--- config.mk ---
export PLATFORM = sky130hd
export DESIGN_NAME = fx_divider
export DESIGN_NICKNAME = d
export VERILOG_FILES = /design/src/rtl/fx_pkg.sv /design/src/rtl/fx_div_step.sv /design/src/rtl/fx_divider.sv
export SDC_FILE = /design/constraint.sdc
export NUM_CORES = 1
export LEC_CHECK = 0
export CAP_MARGIN = 20
export CORE_ASPECT_RATIO = 0.5
export CORE_UTILIZATION = 50
export CTS_CLUSTER_DIAMETER = 30
export DETAILED_ROUTE_END_ITERATION = 8
export PLACE_DENSITY = 0.77
export SYNTH_ARGS = -nofsm -noshare
export SYNTH_HDL_FRONTEND = slang
export SYNTH_SLANG_ARGS = --single-unit
--- constraint.sdc ---
create_clock -name clk -period 3.3 [get_ports clk]
set_clock_uncertainty 0.15 [all_clocks]
set_input_delay 0.33 -clock clk [delete_from_list [all_inputs] [get_ports clk]]
set_output_delay 0.33 -clock clk [all_outputs]
set_load 0.02 [all_outputs]
--- src/rtl/fx_pkg.sv ---
// fx_pkg: Q16.16 fixed-point definitions shared by the divider and the multiplier.
//   - format constants (width, fraction bits, one, saturation limits)
//   - divider FSM state encoding
//   - fx_saturate(): clamps a sign + wide magnitude into a Q16.16 word
package fx_pkg;

  localparam int FX_WIDTH = 32;
  localparam int FX_FRAC  = 16;
  localparam int FX_QW    = FX_WIDTH + FX_FRAC;

  localparam logic [FX_WIDTH-1:0] FX_ONE = 32'h0001_0000;
  localparam logic [FX_WIDTH-1:0] FX_MAX = 32'h7FFF_FFFF;
  localparam logic [FX_WIDTH-1:0] FX_MIN = 32'h8000_0000;

  typedef enum logic [1:0] {
    FX_IDLE   = 2'd0,
    FX_CALC   = 2'd1,
    FX_FINISH = 2'd2
  } fx_div_state_e;

  // Magnitudes up to 2^31 fit a negative result; anything larger clamps.
  // A zero magnitude yields 0 for either sign (no negative zero).
  function automatic logic [FX_WIDTH-1:0] fx_saturate(input logic neg_i,
                                                      input logic [FX_QW-1:0] mag_i);
    logic [FX_WIDTH-1:0] res;
    if (!neg_i) begin
      if (mag_i > {{(FX_QW-FX_WIDTH){1'b0}}, FX_MAX}) begin
        res = FX_MAX;
      end else begin
        res = mag_i[FX_WIDTH-1:0];
      end
    end else begin
      if (mag_i > {{(FX_QW-FX_WIDTH){1'b0}}, FX_MIN}) begin
        res = FX_MIN;
      end else begin
        res = {FX_WIDTH{1'b0}} - mag_i[FX_WIDTH-1:0];
      end
    end
    return res;
  endfunction

endpackage

--- src/rtl/fx_div_step.sv ---
// fx_div_step: one restoring-division step (combinational).
//   rem_i  : partial remainder, always < div_i
//   bit_i  : next dividend bit shifted into the remainder
//   div_i  : divisor magnitude
//   rem_o  : updated remainder
//   q_o    : quotient bit produced by this step
module fx_div_step #(
  parameter int WIDTH = 32
) (
  input  logic [WIDTH-1:0] rem_i,
  input  logic             bit_i,
  input  logic [WIDTH-1:0] div_i,
  output logic [WIDTH-1:0] rem_o,
  output logic             q_o
);

  logic [WIDTH:0] shifted_s;

  // Shift-in, compare, conditionally subtract. After a subtract the
  // remainder is below div_i, so it always fits back into WIDTH bits.
  always_comb begin
    shifted_s = {rem_i, bit_i};
    if (shifted_s >= {1'b0, div_i}) begin
      q_o   = 1'b1;
      rem_o = shifted_s[WIDTH-1:0] - div_i;
    end else begin
      q_o   = 1'b0;
      rem_o = shifted_s[WIDTH-1:0];
    end
  end

endmodule

--- src/rtl/fx_divider.sv ---
// fx_divider: sequential signed Q16.16 divider, result = x / y, saturated.
// Restoring long division, one quotient bit per clock, fixed latency.
//   clk, rst (sync, active-high)   start: request, sampled in IDLE only
//   x, y   : dividend / divisor, captured on accept
//   busy   : accept edge until done      done: one-cycle result-valid pulse
//   result : saturated quotient, held    div_by_zero: held with result
// Optional macro FX_DIVIDER_ROUND_EN: one extra guard step and
// round-half-away-from-zero on the magnitude (latency 50 instead of 49).
module fx_divider
  import fx_pkg::*;
#(
  parameter int WIDTH     = FX_WIDTH,
  parameter int FRAC_BITS = FX_FRAC
) (
  input  logic             clk,
  input  logic             rst,
  input  logic             start,
  input  logic [WIDTH-1:0] x,
  input  logic [WIDTH-1:0] y,
  output logic             busy,
  output logic             done,
  output logic [WIDTH-1:0] result,
  output logic             div_by_zero
);

  localparam int QW = WIDTH + FRAC_BITS;
`ifdef FX_DIVIDER_ROUND_EN
  localparam int ITERS = QW + 1;
`else
  localparam int ITERS = QW;
`endif
  localparam int IW = $clog2(ITERS + 1);
  localparam logic [IW-1:0] LAST_ITER = IW'(ITERS - 1);

  fx_div_state_e    state_q;
  logic             neg_q;
  logic             xneg_q;
  logic             yzero_q;
  logic [WIDTH-1:0] ymag_q;
  logic [ITERS-1:0] dvd_q;
  logic [WIDTH-1:0] rem_q;
  logic [ITERS-1:0] quo_q;
  logic [IW-1:0]    iter_q;
  logic             busy_q;
  logic             done_q;
  logic [WIDTH-1:0] result_q;
  logic             dbz_q;

  logic [WIDTH-1:0] xmag_s;
  logic [WIDTH-1:0] ymag_s;
  logic [WIDTH-1:0] rem_d;
  logic             q_bit_s;
  logic [QW-1:0]    qmag_s;
  logic [WIDTH-1:0] fin_result_d;
  logic             fin_dbz_d;

  // Operand magnitudes; |0x80000000| = 2^31 is exact as an unsigned value.
  always_comb begin
    xmag_s = x[WIDTH-1] ? ({WIDTH{1'b0}} - x) : x;
    ymag_s = y[WIDTH-1] ? ({WIDTH{1'b0}} - y) : y;
  end

  fx_div_step #(.WIDTH(WIDTH)) u_step (
    .rem_i (rem_q),
    .bit_i (dvd_q[ITERS-1]),
    .div_i (ymag_q),
    .rem_o (rem_d),
    .q_o   (q_bit_s)
  );

  // Final magnitude (optionally rounded via the guard bit), then sign/saturate.
  always_comb begin
`ifdef FX_DIVIDER_ROUND_EN
    qmag_s = quo_q[ITERS-1:1] + QW'(quo_q[0]);
`else
    qmag_s = quo_q;
`endif
    if (yzero_q) begin
      fin_dbz_d    = 1'b1;
      fin_result_d = xneg_q ? FX_MIN : FX_MAX;
    end else begin
      fin_dbz_d    = 1'b0;
      fin_result_d = fx_saturate(neg_q, qmag_s);
    end
  end

  // Control FSM and datapath registers; reset aborts any operation silently.
  always_ff @(posedge clk) begin
    if (rst) begin
      state_q  <= FX_IDLE;
      neg_q    <= 1'b0;
      xneg_q   <= 1'b0;
      yzero_q  <= 1'b0;
      ymag_q   <= {WIDTH{1'b0}};
      dvd_q    <= {ITERS{1'b0}};
      rem_q    <= {WIDTH{1'b0}};
      quo_q    <= {ITERS{1'b0}};
      iter_q   <= {IW{1'b0}};
      busy_q   <= 1'b0;
      done_q   <= 1'b0;
      result_q <= {WIDTH{1'b0}};
      dbz_q    <= 1'b0;
    end else begin
      done_q <= 1'b0;
      case (state_q)
        FX_IDLE: begin
          if (start) begin
            neg_q   <= x[WIDTH-1] ^ y[WIDTH-1];
            xneg_q  <= x[WIDTH-1];
            yzero_q <= (y == {WIDTH{1'b0}});
            ymag_q  <= ymag_s;
            // Left-align |x| so the quotient carries the fractional bits.
            dvd_q   <= {xmag_s, {(ITERS-WIDTH){1'b0}}};
            rem_q   <= {WIDTH{1'b0}};
            quo_q   <= {ITERS{1'b0}};
            iter_q  <= {IW{1'b0}};
            busy_q  <= 1'b1;
            state_q <= FX_CALC;
          end else begin
            state_q <= FX_IDLE;
          end
        end
        FX_CALC: begin
          rem_q  <= rem_d;
          quo_q  <= {quo_q[ITERS-2:0], q_bit_s};
          dvd_q  <= {dvd_q[ITERS-2:0], 1'b0};
          iter_q <= iter_q + IW'(1);
          if (iter_q == LAST_ITER) begin
            state_q <= FX_FINISH;
          end else begin
            state_q <= FX_CALC;
          end
        end
        FX_FINISH: begin
          result_q <= fin_result_d;
          dbz_q    <= fin_dbz_d;
          done_q   <= 1'b1;
          busy_q   <= 1'b0;
          state_q  <= FX_IDLE;
        end
        default: begin
          busy_q  <= 1'b0;
          state_q <= FX_IDLE;
        end
      endcase
    end
  end

  assign busy        = busy_q;
  assign done        = done_q;
  assign result      = result_q;
  assign div_by_zero = dbz_q;

endmodule

==> results by group, run 1 <==
Timing
  • Final min period: 3.12 ns
  • Max-slew violations: 0
  • Least-Margin Pin Slew: 0.946 ns
  • Part of the cycle the worst path needs: 0.945
  • Max-slew headroom: 0.363
  • Setup_tns: 0 ns
  • Setup violators final: 0
  • Final Hold Fails: 0
  • Unrepaired setup endpoints after global routing: no
  • Achievable frequency: 321 MHz

Placed design
  • # placed instances: 1665
  • Placement Cell Area: 12200 sq um
  • PortBufs: 101
  • HPWL after detailed placement: 20000 um
  • Final GP Congestion: 0.919

Worst setup path
  • Family with the most delay on the worst path: simple AND/OR/NAND/NOR gates
  • CP required: 3.55 ns
  • Crit. End Element: flop
  • CP Launch Type: flop
  • R2R depth: 9
  • CP max stage delay: 0.51 ns
  • CP Max Fanout: 17
  • Bufs and invs on worst path: 1
  • CP startpoint: qmag_s[0]
  • Stages on the worst setup path: 9
  • Worst Path Arrival: 3.37 ns
  • CP cell instances: inv_1 > ha_1 > or4b_4 > nor4_4 > and4b_1 > a31oi_2 > or2_1 > o311ai_0 > a22o_1
  • Setup Crit Path Kind: reg2reg
  • Reg-to-Reg Start: qmag_s[0]
  • Slowest CP cell: or4b_4

CTS
  • Post-CTS Setup Bufs: 0
  • TritonCTS Sinks: 190
  • Htree depth: 4
  • Num CTS Buffers: 17
  • CTS Hold Bufs: 0
  • Longest Clk Path Bufs: 2
  • CTS tree: done
  • Clk root buf: clkbuf_16
  • Later-pin clock latency in the skew report: 0.45 ns
  • Clock slew at reported path FFs: 0.08 ns

GRT
  • First-pass GRT wire length: 45800 um
  • Initial antenna violation count: 0
  • Gr usage total: 0.253
  • Largest net degree at the start of global routing: 59
  • Grt met1 use: 0.342
  • Most Crowded Layer GR: met2
  • Met3 Use GR: 0.0487
  • Met2 Resource Use GR: 0.413
  • GRT overflow: 0
  • Vias in the first global route: 9315

Synthesis
  • Async S/R FF share, synth: 0
  • Post-synthesis mux area share: 0.0279
  • Ys flop type: dfxtp_1
  • Seq/Total Area, Yosys: 0.352
  • Synth Area in Adders: 0.0436
  • Post-Syn Nets: 1419
  • Synth top area cells: dfxtp_1 (35%), o21ai_0 (5.4%), a22o_1 (4.9%), ha_1 (4.2%), a21oi_1 (3.9%)
  • Register bit total from synthesis: 190
  • Synth Area in Simple Gates: 0.180
  • Ys Warns: 0
  • Top-area cell type share of the netlist area: 0.352
  • Synth Area in Compound Gates: 0.277
  • Largest family of logic cells by synthesized area: compound AO/OA/AOI/OAI gates
  • Cell Area, Synth: 10800 sq um
  • Synth Area in XOR/XNOR: 0.0673
  • Synth unique cells: 73
  • Gate Count Post-Synth: 1315
  • Post-synth top area cell: dfxtp_1
  • Avg Cell Area, Syn: 8.21 sq um
  • EDFF count, synth: 0

Cells and area
  • Diodes inserted: 0
  • Final nets: 1496
  • Final Cell Area: 12800 sq um
  • Leading cell type in the layout, fill and taps excluded: dfxtp_1
  • Fin util: 0.614
  • Layout cells sized above 1: 0.0712
  • Commonest non-fill, non-tap cells in the layout: dfxtp_1 (190), o21ai_0 (117), nor2_1 (110)
  • Area Growth Syn to Fin: 18.8%
  • Layout Cells excl Fill: 1697

Power and ir drop
  • LEAKAGE: 4.94 nW
  • P_int: 0.00562 W
  • Pwr Total: 0.00958 W
  • Sw Share: 0.413
  • Flop pwr share: 0.279
  • Comb pwr share: 0.501
  • Sw power: 0.00396 W
  • Pwr dens: 747 nW/um^2
  • Max IR drop VDD: 0.662 mV
  • Clk pwr share: 0.220

Floorplan
  • Core area: 20900 sq um
  • Die width: 210 um
  • Rows: 37
  • Initial core utilization: 0.517
  • Die Area: 22200 sq um
  • Die height: 106 um
  • # IOs: 102

Drt
  • DRC viols: 0
  • Total Routed Length: 28200 um
  • Router iterations before antenna repair: 6
  • Via density: 5.98
  • WL/cell: 16.6 um
  • Vias: 10100
  • Final ANT Viol Nets: 0
  • Drt first-iter violations: 939

Min path
  • Min-delay worst type: in2reg
  • HP Start: rst
  • Hold Path Depth: 2

Job
  • Max-cap violations: 0

Outcome
  • Status: completed
-- final cells by class --
| type | instances | area (sq um) |
|---|---|---|
| clock buffers | 17 | 425 |
| repair buffers | 141 | 1350 |
| fillers | 1795 | 8050 |
| well taps | 292 | 365 |
| flip-flops and latches | 190 | 3800 |
| clock inverters | 15 | 186 |
| multi-input cells | 983 | 6480 |
| inverters | 59 | 221 |
-- state kept, by name, summed over array words and instances (netlist names) --
signal	flops
busy	1
div_by_zero	1
done	1
dvd_q	32
iter_q	6
neg_q	1
qmag_s	48
rem_q	32
result	32
state_q	2
xneg_q	1
ymag_q	32
yzero_q	1
-- cell usage after synthesis, types with 16 or more instances --
cell        n
nor3_1     37
o31ai_1    19
inv_1      58
a21oi_1    85
xnor2_1    39
a22o_1     61
xor2_1     44
nor2_1    111
ha_1       36
a211oi_1   38
dfxtp_1   190
nand2_1   110
o21ai_0   117
or3_1      16
nand3_1    23
clkbuf_1   66
mux2i_1    29
-- worst reg2reg max path, stage by stage (launching register included) --
cell,delay [ns]
dfxtp_1,0.35
inv_1,0.09
ha_1,0.16
or4b_4,0.51
nor4_4,0.31
and4b_1,0.29
a31oi_2,0.10
or2_1,0.45
o311ai_0,0.47
a22o_1,0.18
-- through the flow --
step | hold WS, ns | setup WS, ns
4_1_cts | 0.174 | 0.152
3_5_place_dp | 0.298 | -0.000214
2_1_floorplan | 0.275 | 0.479
6_report | 0.188 | 0.181
3_3_place_gp | 0.285 | 0.0553
5_1_grt | 0.207 | 0.000190
-- path summary, 6_finish.rpt --
path	end	slack, ns
setup / recovery	result[11]	0.18
hold / removal	dvd_q[40]	0.19
setup reg to reg	result[11]	0.18
hold reg to reg	dvd_q[22]	0.31
-- layer usage --
layer  wire, um  share of wire  up-vias
met4        334          0.012        0
met5          0              0        -
met3       1420          0.050       33
li1           -              -     5028
met1      13500           0.48     4793
met2      13000           0.46      288
-- repair_timing --
item                                   CTS  global route
resized for setup                        0             2
endpoints found under the hold margin    0             0
setup endpoints to repair                0             1
-- cell families after synthesis --
logic type / count (synthesis)
AO/OA/AOI/OAI: 441
XOR/XNOR: 83
adder cells (fa/ha/maj): 37
buffers and inverters: 142
flip-flops: 190
multiplexers: 30
AND/OR/NAND/NOR: 392
-- power by group through the flow --
stage	Clock (W)	Combinational (W)	Sequential (W)
after floorplan	0	0.00359	0.00268
after global placement	0	0.00461	0.00271
after global routing	0.00224	0.00527	0.00270
after detailed placement	0	0.00469	0.00272
after CTS	0.00213	0.00474	0.00267
final	0.00210	0.00480	0.00267
Note: power is estimated with default switching activity, not from simulation.
==> inputs of run 2 (changes only) <==
--- a/config.mk
+++ b/config.mk
@@ -5,12 +5,13 @@
 export SDC_FILE = /design/constraint.sdc
 export NUM_CORES = 1
 export LEC_CHECK = 0
+export ABC_AREA = 1
 export CAP_MARGIN = 20
 export CORE_ASPECT_RATIO = 0.5
 export CORE_UTILIZATION = 50
 export CTS_CLUSTER_DIAMETER = 30
 export DETAILED_ROUTE_END_ITERATION = 8
-export PLACE_DENSITY = 0.77
+export PLACE_DENSITY = 0.76
 export SYNTH_ARGS = -nofsm -noshare
 export SYNTH_HDL_FRONTEND = slang
 export SYNTH_SLANG_ARGS = --single-unit
==> run 2 against run 1 <==
Global-route usage increased by 3.0 points. Critical endpoint is now rem_q[0]. Via count increased by 31%. Sequential power decreased by 5%. Hold slack got worse by 0.0057 ns. Sequential share of layout area decreased by 4.0 points. Largest power group unchanged. Largest cell class unchanged. Area after synthesis increased by 20%. Register-to-register slack improved by 0.59 ns. Die area increased by 20%. Count of clock-buffer cells in the layout increased by 2. Clock power increased by 3%.
==> results by group, run 2 <==
Drt
  • DRC viols: 0 (unchanged)
  • Drt first-iter violations: 1120 (was 939)
  • Final ANT Viol Nets: 0 (unchanged)
  • WL/cell: 14.8 um (was 16.6 um)
  • Via density: 5.30 (was 5.98)
  • Vias: 13300 (was 10100)
  • Router iterations before antenna repair: 6 (unchanged)
  • Total Routed Length: 37000 um (was 28200 um)

Worst setup path
  • Family with the most delay on the worst path: simple AND/OR/NAND/NOR gates (unchanged)
  • CP Max Fanout: 33 (was 17)
  • CP max stage delay: 0.36 ns (was 0.51 ns)
  • Crit. End Element: flop (unchanged)
  • CP startpoint: ymag_q[13] (was qmag_s[0])
  • CP cell instances: inv_1 > ha_1 > nand2_1 > nor2_1 > nand2_1 > nand2_1 > inv_1 > nand2_1 > nand2_2 > nand2_4 > nand2_1 > nand3_1 > o21ai_0 (was inv_1 > ha_1 > or4b_4 > nor4_4 > and4b_1 > a31oi_2 > or2_1 > o311ai_0 > a22o_1)
  • Worst Path Arrival: 2.68 ns (was 3.37 ns)
  • Slowest CP cell: nand2_4 (was or4b_4)
  • Bufs and invs on worst path: 2 (was 1)
  • Most common cell on crit path: nand2_1
  • CP Launch Type: flop (unchanged)
  • RR Endpoint: rem_q[0] (was result[11])
  • R2r setup slk: 0.77 ns (was 0.18 ns)
  • Setup Crit Path Kind: reg2reg (unchanged)
  • Reg-to-Reg Start: ymag_q[13] (was qmag_s[0])
  • R2R depth: 13 (was 9)
  • CP required: 3.45 ns (was 3.55 ns)
  • Stages on the worst setup path: 13 (was 9)
  • Crit path to: rem_q[0] (was result[11])

CTS
  • CTS tree: done (unchanged)
  • TritonCTS Sinks: 190 (unchanged)
  • Htree depth: 4 (unchanged)
  • Later-pin clock latency in the skew report: 0.45 ns (about the same)
  • Num CTS Buffers: 17 (unchanged)
  • Clk root buf: clkbuf_16 (unchanged)
  • Longest Clk Path Bufs: 2 (unchanged)
  • Post-CTS Setup Bufs: 0 (unchanged)
  • Post-cts sizing count: 0 (unchanged)
  • CTS Hold Bufs: 0 (unchanged)
  • Clock slew at reported path FFs: 0.07 ns (was 0.08 ns)

Synthesis
  • Seq/Total Area, Yosys: 0.293 (was 0.352)
  • Synth top area cells: dfxtp_1 (29%), nand2_1 (17%), inv_1 (8.2%), o21ai_0 (6.2%), nor2_1 (5.7%) (was dfxtp_1 (35%), o21ai_0 (5.4%), a22o_1 (4.9%), ha_1 (4.2%), a21oi_1 (3.9%))
  • Ys Warns: 0 (unchanged)
  • Register bit total from synthesis: 190 (unchanged)
  • Avg Cell Area, Syn: 6.21 sq um (was 8.21 sq um)
  • Commonest cells in the netlist: nand2_1 (600), inv_1 (283), nor2_1 (199) (was dfxtp_1 (190), o21ai_0 (117), nor2_1 (111))
  • Cell Area, Synth: 13000 sq um (was 10800 sq um)
  • Gate Count Post-Synth: 2092 (was 1315)
  • Most frequent cell after synthesis: nand2_1 (was dfxtp_1)
  • EDFF count, synth: 0 (unchanged)
  • Ys flop type: dfxtp_1 (unchanged)
  • Synth unique cells: 50 (was 73)
  • Top-area cell type share of the netlist area: 0.293 (was 0.352)
  • Async S/R FF share, synth: 0 (unchanged)
  • Post-Syn Nets: 2196 (was 1419)
  • Post-synth top area cell: dfxtp_1 (unchanged)

Cells and area
  • Layout cells sized above 1: 0.0579 (was 0.0712)
  • Diodes inserted: 0 (unchanged)
  • Leading cell type in the layout, fill and taps excluded: nand2_1 (was dfxtp_1)
  • Commonest non-fill, non-tap cells in the layout: nand2_1 (600), inv_1 (282), nor2_1 (196) (was dfxtp_1 (190), o21ai_0 (117), nor2_1 (110))
  • Final nets: 2251 (was 1496)
  • Fill count: 2508 (was 1795)
  • Area Growth Syn to Fin: 14.2% (was 18.8%)
  • Fin util: 0.585 (was 0.614)
  • Max reg flops: 48 (unchanged)

Timing
  • Setup violators final: 0 (unchanged)
  • Max-slew headroom: 0.411 (was 0.363)
  • Final Hold Fails: 0 (unchanged)
  • Setup_tns: 0 ns (unchanged)
  • Max-slew violations: 0 (unchanged)
  • Achievable frequency: 395 MHz (was 321 MHz)
  • Final min period: 2.53 ns (was 3.12 ns)
  • Part of the cycle the worst path needs: 0.768 (was 0.945)
  • Least-Margin Pin Slew: 0.883 ns (was 0.946 ns)
  • Unrepaired setup endpoints after global routing: no (unchanged)

Job
  • Max-cap violations: 0 (unchanged)

Placed design
  • Final GP Congestion: 1.02 (was 0.919)
  • HPWL after detailed placement: 27300 um (was 20000 um)
  • PortBufs: 101 (unchanged)

Floorplan
  • Rows: 41 (was 37)
  • Die height: 116 um (was 106 um)
  • Die width: 230 um (was 210 um)
  • Die Area: 26700 sq um (was 22200 sq um)
  • # IOs: 102 (unchanged)
  • Initial core utilization: 0.513 (was 0.517)
  • Core area: 25300 sq um (was 20900 sq um)

Power and ir drop
  • LEAKAGE: 6.95 nW (was 4.94 nW)
  • Pwr Total: 0.00804 W (was 0.00958 W)
  • Max IR drop VDD: 0.458 mV (was 0.662 mV)
  • Pwr dens: 542 nW/um^2 (was 747 nW/um^2)

GRT
  • Vias in the first global route: 12300 (was 9315)
  • Initial antenna violation count: 0 (unchanged)
  • First-pass GRT wire length: 60500 um (was 45800 um)
  • Largest net degree at the start of global routing: 72 (was 59)
  • GRT overflow: 0 (unchanged)
  • Gr usage total: 0.282 (was 0.253)

Min path
  • Min-delay worst type: in2reg (unchanged)

Outcome
  • Status: completed (unchanged)
run 2: worst min path at each step:
stage,startpoint,end,cells after the start
6_report,rst,busy,2
5_1_grt,rst,yzero_q,2
4_1_cts,rst,busy,2
3_5_place_dp,dvd_q[43],dvd_q[43],2
3_3_place_gp,dvd_q[28],dvd_q[28],2
2_1_floorplan,dvd_q[46],dvd_q[46],2
run 2: metal layers:
metal  wire length [um]  GRT usage  up-vias
met5                  0          0        -
met4               1260      0.125        0
met3               1930     0.0438       72
met2              16900      0.482      332
met1              16900      0.357     6028
li1                   -          -     6843
run 2: cells by family after synthesis:
group,Yosys count,share of synthesized area
AOI/OAI and AO/OA,394,0.178
xor gates and xnor gates,67,0.0452
adders and majority gates,37,0.0362
buffers and inverters,373,0.114
DFF,190,0.293
and+or+nand+nor,1031,0.333
run 2: power by group:
group / internal, W / total, W / switching [W] / leakage [nW]
Combinational: 0.00110 / 0.00334 / 0.00224 / 5.11
Sequential: 0.00244 / 0.00253 / 0.0000934 / 1.55
Clock: 0.00115 / 0.00217 / 0.00101 / 0.298
Total: 0.00469 / 0.00804 / 0.00335 / 6.95
run 2: per-stage QoR:
step	cell area (sq um)	hold WS, ns	setup WS (ns)	std cells
after floorplan	13000	0.276	1.31	2092
after global placement	14200	0.287	0.817	2471
after detailed placement	14200	0.289	0.786	2471
after CTS	14800	0.168	0.824	2503
after global routing	14800	0.221	0.557	2504
final	14800	0.182	0.767	2504
run 2: layout make-up:
type	instances	area, sq um	area share
repair buffers	120	1170	0.0791
clock buffers	19	433	0.0292
multi-input cells	1529	7730	0.521
flip-flops and latches	190	3800	0.256
well taps	344	430	0.0290
inverters	289	1080	0.0731
clock inverters	13	175	0.0118
==> edit, RTL diff (settings of run 1) <==
The option `FX_DIVIDER_ROUND_EN` is turned on by a define.
--- a/src/rtl/fx_divider.sv
+++ b/src/rtl/fx_divider.sv
@@ -8,2 +8,4 @@
 // round-half-away-from-zero on the magnitude (latency 50 instead of 49).
+`define FX_DIVIDER_ROUND_EN
+
 module fx_divider
Formal check against the unedited RTL: no difference found for any inputs over 10 cycles, from zero or initial values and one cycle with rst high; that may be too few to reach the edited logic, so the function may still have changed.
==> edit against run 1 <==
- routed wire length is 35% higher
- die area is 17% higher
- count of clock-buffer cells in the layout is 6 higher
- area after synthesis is 17% higher
- worst setup slack worse by 0.20 ns
- sequential share of layout area is 5.3 points lower
- the flow now finishes with violations (setup timing)
- sequential cell count is 1 higher
- cell area is 23% higher
Power is not compared: it rests on default switching activity, and its combinational part moved more than twofold at a synthesized area within 25%.
==> edit: results (changes against run 1) <==
Routing
  – Final wirelength: 38.0 mm (+35%)
  – Drt first pass iters: 7 (+1)
  – Met3 wire len: 2.23 mm (+57%)

GRT
  – Largest net degree at the start of global routing: 86 (+46%)
  – All-Layer GR Usage: 29.0% (+3.7 points)
  – M2 GR Usage: 50.1% (+8.8 points)
  – Number of global-route vias before repair: 12400 (+33%)

Layout
  – Max reg flops: 49 (+2.1%)
  – Share of cells above drive strength 1: 16.5% (+9.4 points)
  – Nets@finish: 1874 (+25%)

Setup path
  – Arrival time worst endpoint: 3.54 ns (+0.17 ns)
  – Critical path peak fanout: 8 (-9)
  – Critical-path top delay cell: or4_4
  – R2R cell count: 10 (+1)
  – Crit path from: quo_q[13]$_SDFFE_PP0P_

Run status
  – Failing checks: setup timing
  – Run status: finished with violations

Synth
  – Post-synthesis mux area share: 3.04% (+0.25 points)
  – Mapped Cells: 1596 (+21%)
  – Post-synthesis adder-cell area fraction: 4.12% (-0.24 points)
  – Complex-gate fraction of the synthesized area: 25.4% (-2.3 points)
  – Synth cell count leaders: dfxtp_1, nand2_1, nor2_1, o21ai_0, a21oi_1
  – Top cells by area, synth: dfxtp_1, xnor2_1, nand2_1, o21ai_0, xor2_1
  – Post-synth net total: 1704 (+20%)
  – Synth cell types: 82 (+12%)
  – Register area share after synthesis: 30.2% (-5.0 points)

STA
  – Final setup fails: 1 (+1)
  – Slew headroom: 37.9% (+1.7 points)
  – Final TNS setup: -0.0144 ns (-0.0144 ns)
  – Setup slack after layout: -0.0144 ns (-0.196 ns)

Place
  – DP Cell Count: 2075 (+25%)
  – HPWL Detailed: 27.6 mm (+38%)

Clock tree
  – Later-pin clock latency in the skew report: 0.47 ns (+0.02 ns)

Worst hold path
  – Endpoint, Worst Hold: done$_SDFF_PP0_
-- edit: cell count changes after synthesis, moves of 12 or more --
cell / run 1 / this run
clkbuf_1: 66 / 78
nand4_1: 11 / 28
a211oi_1: 38 / 54
nand3_1: 23 / 59
nand2_1: 110 / 155
xnor2_1: 39 / 75
a22o_1: 61 / 42
and3_1: 5 / 18
nor4_1: 10 / 29
nor2_1: 111 / 123
xor2_1: 44 / 58
-- edit: area by class of cell --
| class | instances | area (um2) |
|---|---|---|
| fill | 2115 | 8640 |
| inverter | 63 | 236 |
| timing repair buffer | 259 | 2300 |
| sequential | 191 | 3840 |
| clock buffer | 23 | 488 |
| multi-input combinational | 1234 | 8430 |
| clock inverter | 9 | 72.6 |
| tap | 336 | 420 |
-- edit: repair_timing --
item / CTS / global route
pin swaps: 1 / 27
setup endpoints to repair: 27 / 64
gates resized for setup: 5 / 68
cloned: 0 / 2
buffers inserted: 1 / 5
